<file path="config.mk">
export PLATFORM = sky130hd
export DESIGN_NAME = demux_stream
export DESIGN_NICKNAME = d
export VERILOG_FILES = /design/src/rtl/demux_stream.sv
export SDC_FILE = /design/constraint.sdc
export NUM_CORES = 1
export LEC_CHECK = 0
export BUFFER_PORTS_ARGS = -buffer_cell sky130_fd_sc_hd__buf_2
export CAP_MARGIN = 20
export CORE_MARGIN = 2
export CORE_UTILIZATION = 45
export DETAILED_ROUTE_END_ITERATION = 12
export PLACE_DENSITY_LB_ADDON = 0.15
export SLEW_MARGIN = 20
export SYNTH_ARGS = -nofsm -noshare
export SYNTH_HDL_FRONTEND = slang
export SYNTH_SLANG_ARGS = --single-unit
</file>
<file path="constraint.sdc">
create_clock -name Clk -period 2.4 [get_ports Clk]
set_input_delay 0.36 -clock Clk [delete_from_list [all_inputs] [get_ports Clk]]
set_output_delay 0.36 -clock Clk [all_outputs]
set_load 0.02 [all_outputs]
</file>
<file path="src/rtl/demux_stream.sv">
// ============================================================================
//  Module   : demux_stream
//  Purpose  : 1->4 registered stream demultiplexer with per-channel holding
//             registers. Optional saturating drop counter: DEMUX_DROP_COUNT_EN.
//  Revision : 1.0  initial release
// ============================================================================
`default_nettype none

module demux_stream #(
  parameter int DataWidth  = 8,
  parameter int SelectSize = 2
) (
  input  logic                  Clk,
  input  logic                  Reset,
  input  logic [SelectSize-1:0] Select,
  input  logic [DataWidth-1:0]  DIn,
  input  logic                  DInValid,
  output logic                  DInReady,
  output logic [DataWidth-1:0]  DOut0,
  output logic [DataWidth-1:0]  DOut1,
  output logic [DataWidth-1:0]  DOut2,
  output logic [DataWidth-1:0]  DOut3,
  output logic [3:0]            DOutValid,
  input  logic [3:0]            DOutReady,
  output logic                  Drop,
  output logic [15:0]           DropCount
);

  logic [31:0]          w_sel_ext;
  logic                 w_in_range;
  logic [1:0]           w_idx;
  logic                 w_accept;
  logic [3:0]           w_wr;
  logic [DataWidth-1:0] r_data [4];
  logic [3:0]           r_valid;
  logic                 r_drop;

  assign w_sel_ext  = 32'(Select);
  assign w_in_range = (w_sel_ext < 32'd4);
  assign w_idx      = Select[1:0];

  // Out-of-range words are always sunk, so they never stall the producer.
  assign DInReady = w_in_range ? (!r_valid[w_idx] || DOutReady[w_idx]) : 1'b1;
  assign w_accept = DInValid && DInReady;

  always_comb begin
    w_wr = 4'b0000;
    if (w_accept && w_in_range) begin
      w_wr[w_idx] = 1'b1;
    end
  end

  always_ff @(posedge Clk or posedge Reset) begin
    if (Reset) begin
      for (int n = 0; n < 4; n++) begin
        r_data[n] <= '0;
      end
      r_valid <= 4'b0000;
      r_drop  <= 1'b0;
    end else begin
      for (int n = 0; n < 4; n++) begin
        if (w_wr[n]) begin
          r_data[n]  <= DIn;
          r_valid[n] <= 1'b1;
        end else if (DOutReady[n]) begin
          r_valid[n] <= 1'b0;
        end
      end
      r_drop <= w_accept && !w_in_range;
    end
  end

`ifdef DEMUX_DROP_COUNT_EN
  logic [15:0] r_drop_count;

  always_ff @(posedge Clk or posedge Reset) begin
    if (Reset) begin
      r_drop_count <= 16'h0000;
    end else if (w_accept && !w_in_range && (r_drop_count != 16'hFFFF)) begin
      r_drop_count <= r_drop_count + 16'd1;
    end
  end

  assign DropCount = r_drop_count;
`else
  assign DropCount = 16'h0000;
`endif

  assign DOut0     = r_data[0];
  assign DOut1     = r_data[1];
  assign DOut2     = r_data[2];
  assign DOut3     = r_data[3];
  assign DOutValid = r_valid;
  assign Drop      = r_drop;

endmodule

`default_nettype wire
</file>
==> metrics.csv, run 1 <==
stage;metric;value;unit
layout;top library cells by usage in the layout, fill and taps aside;sky130_fd_sc_hd__buf_2 (53), sky130_fd_sc_hd__dfrtp_1 (36), sky130_fd_sc_hd__mux2_2 (32), sky130_fd_sc_hd__conb_1 (17);
clock_network;number of buffers inserted during clock tree synthesis;5;
clock_network;number of clock sinks;36;
detailed_routing;WL per Instance;13.0;um
job;number of max-capacitance violations reported;0;
clock_network;clock transition at the register clock pins on the worst setup and hold paths after CTS;0.10;ns
sta;min Tclk post-route;1.77;ns
sta;setup TNS;0;ns
sta;endpoints failing hold;0;
clock_network;Clk Latency, worst-skew pair;0.33;ns
status;result of the run;completed;
place;number of input and output port buffers inserted;53;
sta;number of setup violations in the final report;0;
layout;most common library cell in the layout ignoring fill and taps;sky130_fd_sc_hd__buf_2;
clock_network;Gates resized, CTS repair;0;
global_routing;largest net degree at the start of global routing;37;
power;power density cells;842;nW/um2
yosys;combinational family with the most area after synthesis;multiplexers;
detailed_routing;via count of the routed design;964;
yosys;synthesized area divided by synthesized cell count;14.4;um2
floorplan;total die area;3890;um2
critical_path;critical path fanouts, max;3;
clock_network;number of setup buffers added after CTS;0;
detailed_routing;number of nets with antenna violations after detailed routing;0;
yosys;Post-Synthesis Cells;106;
critical_path;Critical Path End Type;primary output;
hold_path;hold crit path type;in2async;
critical_path;delay of the slowest critical-path stage;0.47;ns
global_routing;number of antenna violations at the first check in global routing;0;
critical_path;worst path required time;2.04;ns
critical_path;crit path cell chain;nand2b_1 > mux4_2 > buf_2;
yosys;share of the synthesized area in compound gates (AO/OA/AOI/OAI);0.327;%
clock_network;Max clock buf depth;2;
place;worst slack at placement;0.660;ns
floorplan;width of the chip;62.3;um
global_routing;total routing resource utilization after global routing;15.7;%
floorplan;initial standard-cell utilization of the core;46.3;%
yosys;multiplexer area fraction after synthesis;25.0;%
detailed_routing;routed via count divided by cell count;4.59;
clock_network;clock tree from TritonCTS;done;
layout;share of layout cells above drive strength 1;57.9;%
yosys;summed instance area of the synthesized netlist;1530;um2
floorplan;Die Ht;62.3;um
yosys;xor/xnor cell area share of the yosys netlist;0;%
detailed_routing;post-detailed-routing wire length;2730;um
sta;Clock Skew;0.00863;ns
yosys;sequential-to-total area share from yosys stat;58.8;%
yosys;total of flip-flops plus latches after synthesis;36;
critical_path;kind of cell adding the most delay to the critical path;multiplexers;
critical_path;Worst R2R Setup Slack;0.81;ns
yosys;count of cell types in the netlist;15;
sta;unrepaired setup endpoints after global routing;false;
yosys;yosys synthesis warning count;0;
detailed_routing;first-iteration detailed-routing DRC count;30;
detailed_routing;# DRC;0;
critical_path;Crit path arrival time;1.41;ns
yosys;Adder-Cell Fraction of Synth Area;0;%
clock_network;Clock Tree Root;sky130_fd_sc_hd__clkbuf_4;
global_routing;via count of the first global-routing pass;964;
clock_network;depth of the CTS H-tree;2;
clock_network;hold buffer count at cts;0;
detailed_routing;First-pass DRT Iterations;4;
layout;# diodes;0;
sta;share of the clock period used by the worst path;73.9;%
floorplan;Std-Cell Core Area;3310;um2
place;estimated wirelength of the detail-placed design;2010;um
sta;achievable clock frequency;564;MHz
floorplan;# rows;21;
place;global placer's final weighted congestion;0.717;
critical_path;Critical-path top delay cell;sky130_fd_sc_hd__mux4_2;
critical_path;Buffers & Inverters on Critical Path;1;
global_routing;wire length of the first global-routing pass;4630;um
layout;number of nets in the finished design;181;
sta;Worst Slack Setup Final;0.627;ns
sta;Worst-Margin Slew;0.681;ns
critical_path;type of the setup path with the least slack;reg2out;
sta;number of max-slew violations in the final report;0;
power;leakage power;0.918;nW
yosys;simple-gate area share of the yosys netlist;6.37;%
sta;Slew HR;54.5;%
layout;area overhead of the layout relative to synthesis;19.5;%
floorplan;I/O pin cnt;71;
power;largest voltage drop on the vdd net;483;uV
critical_path;type of element launching the critical path;flop;
global_routing;total grt overflow;0;
## worst paths after layout
check	start	endpoint	depth (start not counted)
max	DOutValid[0]	DInReady	3
min in group Clk	DIn[0]	DOut1[0]	2
max in group asynchronous	Reset	DOut3[0]	3
min reg2reg	DOut2[3]	DOut2[3]	1
max reg2reg	DOutValid[3]	DOut3[0]	3
min	Reset	DOut0[5]	3
## metrics by stage
stage	hold WS (ns)	util [%]	area (um2)	cells	power, mW
after detailed placement	0.482	53.9	1780	203	1.28
after CTS	0.114	55.3	1830	210	1.57
after floorplan	0.470	-	1590	122	1.12
after global placement	0.477	53.9	1780	203	1.26
final	0.106	55.3	1830	210	1.54
after global routing	0.142	55.3	1830	210	1.64
## where the power goes
group / internal, mW / switching, mW / leakage [nW]
Sequential: 0.725 / 0.0573 / 0.431
Clock: 0.108 / 0.180 / 0.0281
Combinational: 0.188 / 0.285 / 0.458
Total: 1.02 / 0.521 / 0.918
## synth_stat cells, drive strengths merged
master | count | area share, %
mux4 | 1 | 1.5
inv | 1 | 0.24
nor2b | 2 | 0.82
buf | 19 | 9.0
mux2 | 32 | 24
nand3 | 1 | 0.33
o21ai | 1 | 0.33
nand2 | 5 | 1.2
nor3b | 1 | 1.2
nand3b | 1 | 0.74
dfrtp | 36 | 59
nand2b | 4 | 1.6
conb | 1 | 0.24
and3 | 1 | 0.41
## layer usage
layer	wire [um]	global-route usage (%)
met1	1180	19.0
met2	1250	25.3
met3	236	5.07
met4	59	8.33
met5	0	0
## cells by family (layout without fill, tap and decap cells)
kind of cell           count (synthesis)  in the layout
flip-flops                            36             36
multiplexers                          33             33
buffers and inverters                 20             62
AND/OR/NAND/NOR                       15             15
other                                  1             17
AO/OA/AOI/OAI                          1              1
## worst register-to-register path: cells and delay by family (launching register included)
kind	cells	cell delay, ns
DFF	1	0.38
and+or+nand+nor	2	0.70
muxes	1	0.41
## sequential cells by signal (all words and copies together) (netlist names)
register / count
DOut0: 8
DOut1: 8
DOut2: 8
DOut3: 8
DOutValid: 4
## cell type report
type | instances | area, um2
Sequential cell | 36 | 901
Tap cell | 46 | 57.6
Clock inverter | 1 | 5.00
Timing Repair Buffer | 54 | 273
Fill cell | 312 | 1480
Multi-Input combinational cell | 66 | 549
Clock buffer | 6 | 41.3
Inverter | 1 | 3.75
Power figures use the tool's default switching activity.
==> run 2, diff against run 1 <==
--- a/config.mk
+++ b/config.mk
@@ -8,7 +8,7 @@
 export BUFFER_PORTS_ARGS = -buffer_cell sky130_fd_sc_hd__buf_2
 export CAP_MARGIN = 20
 export CORE_MARGIN = 2
-export CORE_UTILIZATION = 45
+export CORE_UTILIZATION = 41
 export DETAILED_ROUTE_END_ITERATION = 12
 export PLACE_DENSITY_LB_ADDON = 0.15
 export SLEW_MARGIN = 20
==> constraint.sdc (replaced) <==
create_clock -name Clk -period 1.48 [get_ports Clk]
set_input_delay 0.222 -clock Clk [delete_from_list [all_inputs] [get_ports Clk]]
set_output_delay 0.222 -clock Clk [all_outputs]
set_load 0.02 [all_outputs]
==> metrics.csv, run 2 (synthesized netlist as in run 1, its figures left out) <==
stage;metric;value;unit;change
power;Switching Share;32.2;%;-1.7 points
sta;endpoints failing hold;0;;unchanged
clock_network;clock tree from TritonCTS;done;;
layout;share of layout cells above drive strength 1;60.6;%;+2.6 points
status;violations in the final reports;setup timing;;
status;result of the run;finished, violations left;;
critical_path;critical path fanouts, max;2;;-1
clock_network;depth of the CTS H-tree;2;;unchanged
floorplan;I/O pin cnt;71;;unchanged
clock_network;Clock Tree Root;sky130_fd_sc_hd__clkbuf_8;;
sta;number of setup violations in the final report;2;;+2
power;share of power burned in combinational logic;28.4;%;-2.2 points
sta;achievable clock frequency;643;MHz;
place;instance area at placement;1820;um2;+2.2%
sta;unrepaired setup endpoints after global routing;true;;
critical_path;worst path required time;1.26;ns;-0.78 ns
detailed_routing;number of nets with antenna violations after detailed routing;0;;unchanged
power;sequential group share of total power;45.9;%;-4.8 points
detailed_routing;post-detailed-routing wire length;2860;um;+4.7%
layout;# diodes;0;;unchanged
sta;Clock Skew;0.00284;ns;-0.00579 ns
power;portion of total power attributed to the clock network;25.6;%;+7.0 points
layout;Design Area, Final;1960;um2;+7.2%
critical_path;logic depth of the worst register-to-register path;6;;+3
floorplan;Std-Cell Core Area;3630;um2;+9.8%
floorplan;Die Ht;65.1;um;+4.5%
sta;Worst Slack Setup Final;-0.0751;ns;-0.702 ns
power;power density cells;1410;nW/um2;+67%
floorplan;width of the chip;65.1;um;+4.5%
job;number of max-capacitance violations reported;0;;unchanged
layout;number of non-filler instances in the completed layout;223;;+6.2%
power;internal power of the cells;1.88;mW;+84%
clock_network;number of clock sinks;36;;unchanged
global_routing;wire length of the first global-routing pass;4640;um;+0.15%
detailed_routing;# DRC;0;;unchanged
sta;min Tclk post-route;1.56;ns;
floorplan;total die area;4240;um2;+9.1%
detailed_routing;routed via count divided by cell count;4.47;;-2.7%
critical_path;CP startpoint;DOutValid[1];;
global_routing;most congested layer reported by global routing;met2;;
detailed_routing;WL per Instance;12.8;um;-1.4%
layout;footprint of the flip-flops and latches;901;um2;unchanged
power;leakage power;0.985;nW;+7.4%
critical_path;Worst R2R Setup Slack;-0.01;ns;-0.82 ns
global_routing;met3 GRT Util;7.02;%;+1.9 points
critical_path;Critical Path End Type;primary output;;
layout;most common library cell in the layout ignoring fill and taps;sky130_fd_sc_hd__buf_2;;
floorplan;initial standard-cell utilization of the core;42.1;%;-4.1 points
critical_path;Crit path arrival time;1.33;ns;-0.08 ns
power;Switching Power;889;uW;+71%
global_routing;met2 track demand over resource;24.1;%;-1.2 points
detailed_routing;via count of the routed design;996;;+3.3%
global_routing;met1 usage in global routing;18.0;%;-0.95 points
global_routing;total grt overflow;0;;unchanged
global_routing;total routing resource utilization after global routing;15.0;%;-0.70 points
clock_network;number of buffers inserted during clock tree synthesis;5;;unchanged
place;number of input and output port buffers inserted;53;;unchanged
place;post-placement cell count;210;;+3.4%
clock_network;clock transition at the register clock pins on the worst setup and hold paths after CTS;0.07;ns;-0.03 ns
sta;number of max-slew violations in the final report;0;;unchanged
critical_path;type of the setup path with the least slack;reg2out;;
layout;FILL cells;326;;+4.5%
layout;number of nets in the finished design;191;;+5.5%
place;global placer's final weighted congestion;0.771;;+7.5%
power;largest voltage drop on the vdd net;736;uV;+53%
critical_path;endpoint of the worst-slack reg-to-reg timing path;DOut2[6];;
place;estimated wirelength of the detail-placed design;2100;um;+4.5%
hold_path;hold crit path type;in2async;;
global_routing;largest net degree at the start of global routing;37;;unchanged
global_routing;via count of the first global-routing pass;965;;+0.10%
detailed_routing;First-pass DRT Iterations;3;;-1
layout;Multi-input gate area;549;um2;unchanged
clock_network;Max clock buf depth;2;;unchanged
clock_network;hold buffer count at cts;0;;unchanged
layout;fin util;54.0;%;-1.3 points
critical_path;type of element launching the critical path;flop;;
layout;area overhead of the layout relative to synthesis;28.1;%;
sta;share of the clock period used by the worst path;105;%;
critical_path;worst r2r src;DOutValid[2];;
power;PnR Total Power;2.77;mW;+79%
floorplan;# rows;22;;+4.8%
clock_network;Clk Latency, worst-skew pair;0.28;ns;-0.05 ns
detailed_routing;first-iteration detailed-routing DRC count;24;;-20%
global_routing;number of antenna violations at the first check in global routing;0;;unchanged
layout;top library cells by usage in the layout, fill and taps aside;sky130_fd_sc_hd__buf_2 (52), sky130_fd_sc_hd__dfrtp_1 (36), sky130_fd_sc_hd__mux2_2 (32), sky130_fd_sc_hd__conb_1 (17), sky130_fd_sc_hd__buf_4 (11);;
[run 2: changes by cell type in the layout (fill, tap and decap cells not counted), sizes merged]
cell and change:
clkbuf +1, clkinvlp +1, clkinv -1, buf +10
[run 2: stage by stage]
step	hold slack (ns)	setup slack (ns)	TNS, ns
3_3_place_gp	0.339	0.127	0
3_5_place_dp	0.346	0.0865	0
4_1_cts	0.0395	-0.0794	-0.0794
5_1_grt	0.0589	-0.119	-0.566
6_report	0.0302	-0.0751	-0.0819
2_1_floorplan	0.332	0.0953	0
[run 2: area by class of cell]
class	instances	area share (%)
clock buffers	7	4.40
multi-input cells	66	28.0
inverters	1	0.191
well taps	48	3.06
clock inverters	1	0.383
repair buffers	64	18.0
flip-flops and latches	36	45.9
[run 2: power groups by stage]
stage               logic [mW]  registers (mW)  clock network [mW]
floorplan                0.290            1.53                   0
global placement         0.777            1.28                   0
detailed placement       0.785            1.29                   0
CTS                      0.795            1.28               0.729
global route             0.849            1.30               0.805
finish                   0.787            1.27               0.708
[run 2: critical path, cell delays in order (launching register included)]
cell and delay [ns]:
sky130_fd_sc_hd__dfrtp_1 0.36, sky130_fd_sc_hd__nand2b_1 0.07, sky130_fd_sc_hd__mux4_2 0.47, sky130_fd_sc_hd__buf_6 0.15
[run 2: worst max path at each step]
stage                to  slack (ns)  depth (start not counted)
6_report       DInReady       -0.08                          3
5_1_grt        DInReady       -0.12                          3
4_1_cts        DInReady       -0.08                          3
3_5_place_dp   DOut1[3]        0.09                          5
2_1_floorplan  DOut2[0]         0.1                          3
3_3_place_gp   DOut1[3]        0.13                          5
[run 2: layer usage]
metal	up-vias	wire length (um)
met4	0	21
met2	46	1390
met1	487	1200
met3	3	242
li1	460	-
met5	-	0
[run 2: timing repair]
item | 4_1_cts | 5_1_grt
endpoints found under the setup margin | 1 | 1
gates resized for setup | 2 | 0
hold endpoints to repair | 0 | 0
setup buffers | 4 | 1
